$ cat src/rtl/iob_eth_mdio_ctrl_pkg.sv
// iob_eth_mdio_ctrl_pkg
// Shared configuration for the MDIO frame engine: FSM state encoding,
// clause-22 ST/OP/TA codes, phase lengths, the default MDC divider and
// a helper that assembles the 32-bit management frame.
// Optional feature macro used by the top: IOB_ETH_MDIO_NOPRE_EN.
package iob_eth_mdio_ctrl_pkg;

    typedef enum logic [1:0] {
        ST_IDLE  = 2'd0,
        ST_PRE   = 2'd1,
        ST_FRAME = 2'd2,
        ST_RESP  = 2'd3
    } state_t;

    localparam logic [1:0] MDIO_ST    = 2'b01;
    localparam logic [1:0] MDIO_OP_WR = 2'b01;
    localparam logic [1:0] MDIO_OP_RD = 2'b10;
    localparam logic [1:0] MDIO_TA_WR = 2'b10;

    localparam int PRE_BITS    = 32;
    localparam int FRAME_BITS  = 32;
    localparam int CLK_DIV_DEF = 10;

    // Bit positions inside the frame (0 = first bit on the wire)
    localparam int TA_IDX   = 14;
    localparam int DATA_IDX = 16;

    // Frame word, MSB transmitted first. For reads the TA/DATA field is
    // zero-filled and unused: the line is released there.
    function automatic logic [31:0] mdio_frame(input logic        wr,
                                               input logic [4:0]  phy,
                                               input logic [4:0]  regad,
                                               input logic [15:0] wdata);
        return {MDIO_ST, (wr ? MDIO_OP_WR : MDIO_OP_RD), phy, regad,
                (wr ? MDIO_TA_WR : 2'b00), (wr ? wdata : 16'h0000)};
    endfunction

endpackage

$ cat src/rtl/iob_eth_mdio_clkgen.sv
// iob_eth_mdio_clkgen
// MDC divider. MDC is low for CLK_DIV cycles then high for CLK_DIV cycles,
// starting low in the first enabled cycle.
// Ports:
//   clk_i, arst_n_i  clock / async active-low reset
//   cke_i            clock enable, freezes counter and MDC when low
//   en_i             run the divider; when low MDC is parked low
//   mdc_o            management clock (registered)
//   rise_o, fall_o   high in the cycle whose closing edge raises/lowers MDC
module iob_eth_mdio_clkgen #(
    parameter int CLK_DIV = 10
) (
    input  logic clk_i,
    input  logic arst_n_i,
    input  logic cke_i,
    input  logic en_i,
    output logic mdc_o,
    output logic rise_o,
    output logic fall_o
);

    localparam int CW = $clog2(CLK_DIV + 1);
    localparam logic [CW-1:0] CNT_MAX = CW'(CLK_DIV - 1);

    logic [CW-1:0] cnt;
    logic          last;

    assign last   = (cnt == CNT_MAX);
    assign rise_o = en_i && cke_i && last && !mdc_o;
    assign fall_o = en_i && cke_i && last && mdc_o;

    always_ff @(posedge clk_i or negedge arst_n_i) begin
        if (!arst_n_i) begin
            cnt   <= '0;
            mdc_o <= 1'b0;
        end else if (cke_i) begin
            if (!en_i) begin
                cnt   <= '0;
                mdc_o <= 1'b0;
            end else if (last) begin
                cnt   <= '0;
                mdc_o <= !mdc_o;
            end else begin
                cnt <= cnt + CW'(1);
            end
        end
    end

endmodule

$ cat src/rtl/iob_eth_mdio_ctrl.sv
// iob_eth_mdio_ctrl
// Clause-22 MDIO frame engine: accepts one read/write request, sends an
// optional 32-bit preamble and a 32-bit frame, samples read data on MDC
// rising edges and returns a one-cycle response.
// Ports:
//   clk_i, arst_n_i, cke_i            clock, async active-low reset, enable
//   req_valid_i/req_ready_o           request handshake
//   req_write_i, req_phy_addr_i,
//   req_reg_addr_i, req_wdata_i       request fields
//   nopre_i                           skip preamble (IOB_ETH_MDIO_NOPRE_EN only)
//   rsp_valid_o, rsp_rdata_o, rsp_err_o  completion pulse, read data, no-PHY flag
//   busy_o                            transaction in progress
//   mdc_o, mdio_o, mdio_oe_o, mdio_i  management pins
// Macro: IOB_ETH_MDIO_NOPRE_EN adds nopre_i.
module iob_eth_mdio_ctrl
    import iob_eth_mdio_ctrl_pkg::*;
#(
    parameter int CLK_DIV = CLK_DIV_DEF
) (
    input  logic        clk_i,
    input  logic        arst_n_i,
    input  logic        cke_i,
    input  logic        req_valid_i,
    output logic        req_ready_o,
    input  logic        req_write_i,
    input  logic [4:0]  req_phy_addr_i,
    input  logic [4:0]  req_reg_addr_i,
    input  logic [15:0] req_wdata_i,
`ifdef IOB_ETH_MDIO_NOPRE_EN
    input  logic        nopre_i,
`endif
    output logic        rsp_valid_o,
    output logic [15:0] rsp_rdata_o,
    output logic        rsp_err_o,
    output logic        busy_o,
    output logic        mdc_o,
    output logic        mdio_o,
    output logic        mdio_oe_o,
    input  logic        mdio_i
);

    state_t      state;
    logic        wr_q;
    logic [31:0] tx;
    logic [15:0] rx;
    logic        rx_err;
    logic [4:0]  bit_cnt;
    logic        skip_pre;
    logic        mdc_en;
    logic        mdc_rise;
    logic        mdc_fall;

`ifdef IOB_ETH_MDIO_NOPRE_EN
    assign skip_pre = nopre_i;
`else
    assign skip_pre = 1'b0;
`endif

    assign req_ready_o = (state == ST_IDLE);
    assign busy_o      = !req_ready_o;
    assign mdc_en      = (state == ST_PRE) || (state == ST_FRAME);

    iob_eth_mdio_clkgen #(
        .CLK_DIV (CLK_DIV)
    ) u_clkgen (
        .clk_i    (clk_i),
        .arst_n_i (arst_n_i),
        .cke_i    (cke_i),
        .en_i     (mdc_en),
        .mdc_o    (mdc_o),
        .rise_o   (mdc_rise),
        .fall_o   (mdc_fall)
    );

    // Bits advance on the MDC falling strobe so mdio_o/mdio_oe_o only
    // change at bit start; read data is captured on the rising strobe.
    always_ff @(posedge clk_i or negedge arst_n_i) begin
        if (!arst_n_i) begin
            state       <= ST_IDLE;
            wr_q        <= 1'b0;
            tx          <= '0;
            rx          <= '0;
            rx_err      <= 1'b0;
            bit_cnt     <= '0;
            mdio_o      <= 1'b1;
            mdio_oe_o   <= 1'b0;
            rsp_valid_o <= 1'b0;
            rsp_rdata_o <= '0;
            rsp_err_o   <= 1'b0;
        end else if (cke_i) begin
            rsp_valid_o <= 1'b0;
            case (state)
                ST_IDLE: begin
                    if (req_valid_i) begin
                        wr_q      <= req_write_i;
                        tx        <= mdio_frame(req_write_i, req_phy_addr_i,
                                                req_reg_addr_i, req_wdata_i);
                        rx        <= '0;
                        rx_err    <= 1'b0;
                        bit_cnt   <= '0;
                        mdio_oe_o <= 1'b1;
                        if (skip_pre) begin
                            state  <= ST_FRAME;
                            mdio_o <= MDIO_ST[1];
                        end else begin
                            state  <= ST_PRE;
                            mdio_o <= 1'b1;
                        end
                    end
                end
                ST_PRE: begin
                    if (mdc_fall) begin
                        if (bit_cnt == 5'(PRE_BITS - 1)) begin
                            state   <= ST_FRAME;
                            bit_cnt <= '0;
                            mdio_o  <= tx[31];
                        end else begin
                            bit_cnt <= bit_cnt + 5'd1;
                        end
                    end
                end
                ST_FRAME: begin
                    if (mdc_rise && !wr_q) begin
                        // A PHY pulls the second TA bit low; a floating
                        // (pulled-up) line means nobody answered.
                        if (bit_cnt == 5'(TA_IDX + 1))
                            rx_err <= mdio_i;
                        else if (bit_cnt >= 5'(DATA_IDX))
                            rx <= {rx[14:0], mdio_i};
                    end
                    if (mdc_fall) begin
                        if (bit_cnt == 5'(FRAME_BITS - 1)) begin
                            state       <= ST_RESP;
                            rsp_valid_o <= 1'b1;
                            rsp_rdata_o <= wr_q ? 16'h0000 : rx;
                            rsp_err_o   <= wr_q ? 1'b0 : rx_err;
                            mdio_o      <= 1'b1;
                            mdio_oe_o   <= 1'b0;
                        end else begin
                            bit_cnt   <= bit_cnt + 5'd1;
                            tx        <= {tx[30:0], 1'b0};
                            mdio_o    <= tx[30];
                            // reads release the line from the first TA bit
                            mdio_oe_o <= wr_q || (bit_cnt < 5'(TA_IDX - 1));
                        end
                    end
                end
                ST_RESP: begin
                    state <= ST_IDLE;
                end
                default: state <= ST_IDLE;
            endcase
        end
    end

endmodule

$ cat config.mk
export PLATFORM = sky130hd
export DESIGN_NAME = iob_eth_mdio_ctrl
export DESIGN_NICKNAME = d
export VERILOG_FILES = /design/src/rtl/iob_eth_mdio_ctrl_pkg.sv /design/src/rtl/iob_eth_mdio_clkgen.sv /design/src/rtl/iob_eth_mdio_ctrl.sv
export SDC_FILE = /design/constraint.sdc
export NUM_CORES = 1
export LEC_CHECK = 0
export ABC_CLOCK_PERIOD_IN_PS = 3100
export CAP_MARGIN = 10
export CORE_MARGIN = 4
export CORE_UTILIZATION = 35
export CTS_CLUSTER_SIZE = 12
export DETAILED_ROUTE_END_ITERATION = 7
export PLACE_DENSITY = 0.59
export SLEW_MARGIN = 20
export SYNTH_ARGS = -nofsm -noshare
export SYNTH_HDL_FRONTEND = slang
export SYNTH_SLANG_ARGS = --single-unit
$ cat constraint.sdc
create_clock -name clk_i -period 3.1 [get_ports clk_i]
set_input_delay 0.93 -clock clk_i [delete_from_list [all_inputs] [get_ports clk_i]]
set_output_delay 0.93 -clock clk_i [all_outputs]
set_load 0.03 [all_outputs]
==> results of run 1 <==
final cells by class:
| type | instances | area [um2] |
|---|---|---|
| clock inverter | 5 | 85.1 |
| timing repair buffer | 70 | 683 |
| inverter | 18 | 67.6 |
| sequential | 82 | 2050 |
| multi-input combinational | 213 | 1750 |
| tap | 140 | 175 |
| clock buffer | 11 | 243 |
| fill | 1048 | 5930 |
logic make-up (layout without fill, tap and decap cells):
group | count (synthesis) | count (layout) | share of synthesized area
compound gates | 72 | 72 | 0.138
flops | 82 | 82 | 0.515
mux | 59 | 59 | 0.165
simple gates | 72 | 72 | 0.104
fa+ha+maj | 10 | 10 | 0.0314
buf+inv | 39 | 104 | 0.0458
cell usage after synthesis, types with 2 or more instances:
cell	n	area, um2
a21oi_1	6	30.0
a22o_1	31	272
a31oi_1	2	12.5
and2_1	2	12.5
and3_1	4	25.0
buf_2	8	40.0
buf_6	3	33.8
clkbuf_1	8	30.0
dfrtp_1	81	2030
ha_1	10	125
inv_1	18	67.6
mux2_2	54	608
mux2i_1	4	40.0
nand2_1	11	41.3
nand3_1	11	55.1
nand4_1	6	37.5
nor2_1	4	15.0
nor2b_1	19	119
nor3_1	2	10.0
nor4_1	3	18.8
o211ai_1	4	30.0
o21ai_0	11	55.1
o221ai_1	2	17.5
o22ai_1	2	12.5
o31ai_1	3	22.5
or3_1	2	12.5
flip-flops by register name, summed over array words and instances (netlist names), 2 cells and up:
name / cells
bit_cnt: 5
u_clkgen.cnt: 4
tx: 32
rsp_rdata_o: 16
state: 2
rx: 16
stage by stage:
stage | std cells | total power [W] | utilization | cell area [um2] | setup slack (ns)
6_report | 539 | 0.00410 | 0.460 | 5060 | 0.324
5_1_grt | 539 | 0.00439 | 0.460 | 5060 | 0.222
4_1_cts | 539 | 0.00417 | 0.460 | 5060 | 0.298
3_5_place_dp | 523 | 0.00298 | 0.431 | 4730 | 0.0660
3_3_place_gp | 523 | 0.00293 | 0.431 | 4730 | 0.0780
2_1_floorplan | 334 | 0.00255 | - | 3990 | 0.734
critical path, delay by kind of cell, from the launching register on:
| family | cells | cell delay [ns] |
|---|---|---|
| buf+inv | 3 | 0.87 |
| flops | 1 | 0.37 |
| fa+ha+maj | 1 | 0.27 |
final timing paths:
path	to	cells after the start	from	slack [ns]
worst min register to register	rx[15]$_DFFE_PN0P_	1	rx[15]$_DFFE_PN0P_	0.49
worst min-delay path	rx[15]$_DFFE_PN0P_	1	rx[15]$_DFFE_PN0P_	0.49
max in group asynchronous	rsp_rdata_o[13]$_DFFE_PN0P_	2	arst_n_i	1.84
worst max-delay path	busy_o	4	state[0]$_DFFE_PN0P_	0.32
min in group asynchronous	tx[4]$_DFFE_PN0P_	1	arst_n_i	0.62
worst max register to register	tx[3]$_DFFE_PN0P_	7	state[0]$_DFFE_PN0P_	0.56
metal layers:
metal,global-route usage,share of wire
met2,0.216,0.47
met5,0,0
met1,0.188,0.48
met3,0.0270,0.033
met4,0.0469,0.015
report_power, final:
part	switching, W	internal [W]	leakage (nW)
combinational	0.000746	0.000691	1.03
clock	0.000427	0.000734	0.157
sequential	0.000158	0.00134	1.08
==> out/results.tsv, run 1 <==
stage	metric	value	unit
status	status	finished clean	
sta	whs	0.495	ns
global_route	grt_overflow	0	
floorplanning	die_h	115	um
floorplanning	io-pin-count	55	
logic_synthesis	ys_seq_area_frac	0.515	
sta	setup_viol	0	
worst_setup_path	crit_required	2.17	ns
clock_tree	htreeDepth	3	
sta	final_max_slew_viol_count	0	
clock_tree	ctsRootBufferMaster	clkbuf_16	
global_route	grt_antenna_before_repair	0	
placement	globalplace.congestion	0.838	
worst_setup_path	criticalPathCategory	reg -> out	
route	routed_wirelength	8190	um
final_layout	final_common_cell	dfrtp_1	
sta	max_freq	360	MHz
floorplanning	die_area	13200	um2
worst_setup_path	cpMaxStageDelayCell	clkdlybuf4s50_1	
route	vias	2793	
logic_synthesis	avgSynthCellArea	11.9	um2
pwr	ir_worst_vdd	283	uV
route	drcViolationCount	0	
route	ant_nets	0	
clock_tree	hold_buffers	0	
sta	layout_min_cycle_time	2.78	ns
clock_tree	cts_tree	built	
clock_tree	clock_path_buffers	2	
clock_tree	clkSlewWorstSetupHoldPaths	0.06	ns
worst_setup_path	cp_common_cell	inv_1	
clock_tree	clkLatencyLatePin	0.33	ns
route	initialDrtViolationCount	121	
worst_setup_path	slowest_delay	0.67	ns
route	drtPass1Iterations	4	
final_layout	area_delta_synth_final	26.9	%
sta	tns	0	ns
sta	fin_crit_sh	0.896	
logic_synthesis	syn_area	3990	um2
pwr	leakage	2.26	nW
placement	hpwl	5820	um
global_route	grt_pass1_vias	2952	
final_layout	insertedDiodeCount	0	
clock_tree	postCtsSetupBuffers	0	
job	maxCapViolCount	0	
pwr	pwr_density_cell	810	nW/um2
logic_synthesis	ys_seq_elements	82	
sta	rsz0062_at_grt	no	
clock_tree	numCtsBuffers	9	
logic_synthesis	syn_inst	334	
floorplanning	die_w	115	um
floorplanning	core	11000	um2
logic_synthesis	ys_types	49	
sta	fin_worst_skew	0.00768	ns
clock_tree	cts_num_sinks	82	
final_layout	final_cell_mix	dfrtp_1, mux2_2, clkdlybuf4s50_1	
worst_hold_path	min_path_type	reg -> reg	
sta	hold_viol	0	
route	vias_per_cell	5.18	
logic_synthesis	synthesis.nets	376	
worst_setup_path	end_kind	output pin	
final_layout	final_layout_size_suffix_gt1_frac	0.228	
sta	max_slew.worst_pin.slew	0.974	ns
logic_synthesis	ys_warn_count	0	
route	wl_per_cell	15.2	um
worst_setup_path	crit_chain	inv_1 -> ha_1 -> inv_1 -> clkdlybuf4s50_1	
logic_synthesis	synth-edff-count	0	
final_layout	nets	436	
global_route	gr-usage-all-layers	0.136	
floorplanning	rows	38	
worst_setup_path	cp_max_fo	5	
global_route	grt_max_degree	50	
worst_setup_path	crit_arrival	1.85	ns
global_route	grt_pass1_wl	14500	um
logic_synthesis	async_flop_share	1.00	
floorplanning	start_util	0.363	
worst_setup_path	critPathLaunchType	flip-flop	
placement	portBuffers	54	
clock_tree	cts_resized	0	
logic_synthesis	ys.flop_type	dfrtp_1	
sta	worst_slew_margin_rel	0.347	
No activity file was read; power rests on OpenSTA's default activity.
==> run 2, diff against run 1 <==
SLEW_MARGIN = 25   (was 20)
==> results of run 2 <==
No change in the layout: final DEF, timing and power equal those of run 1.
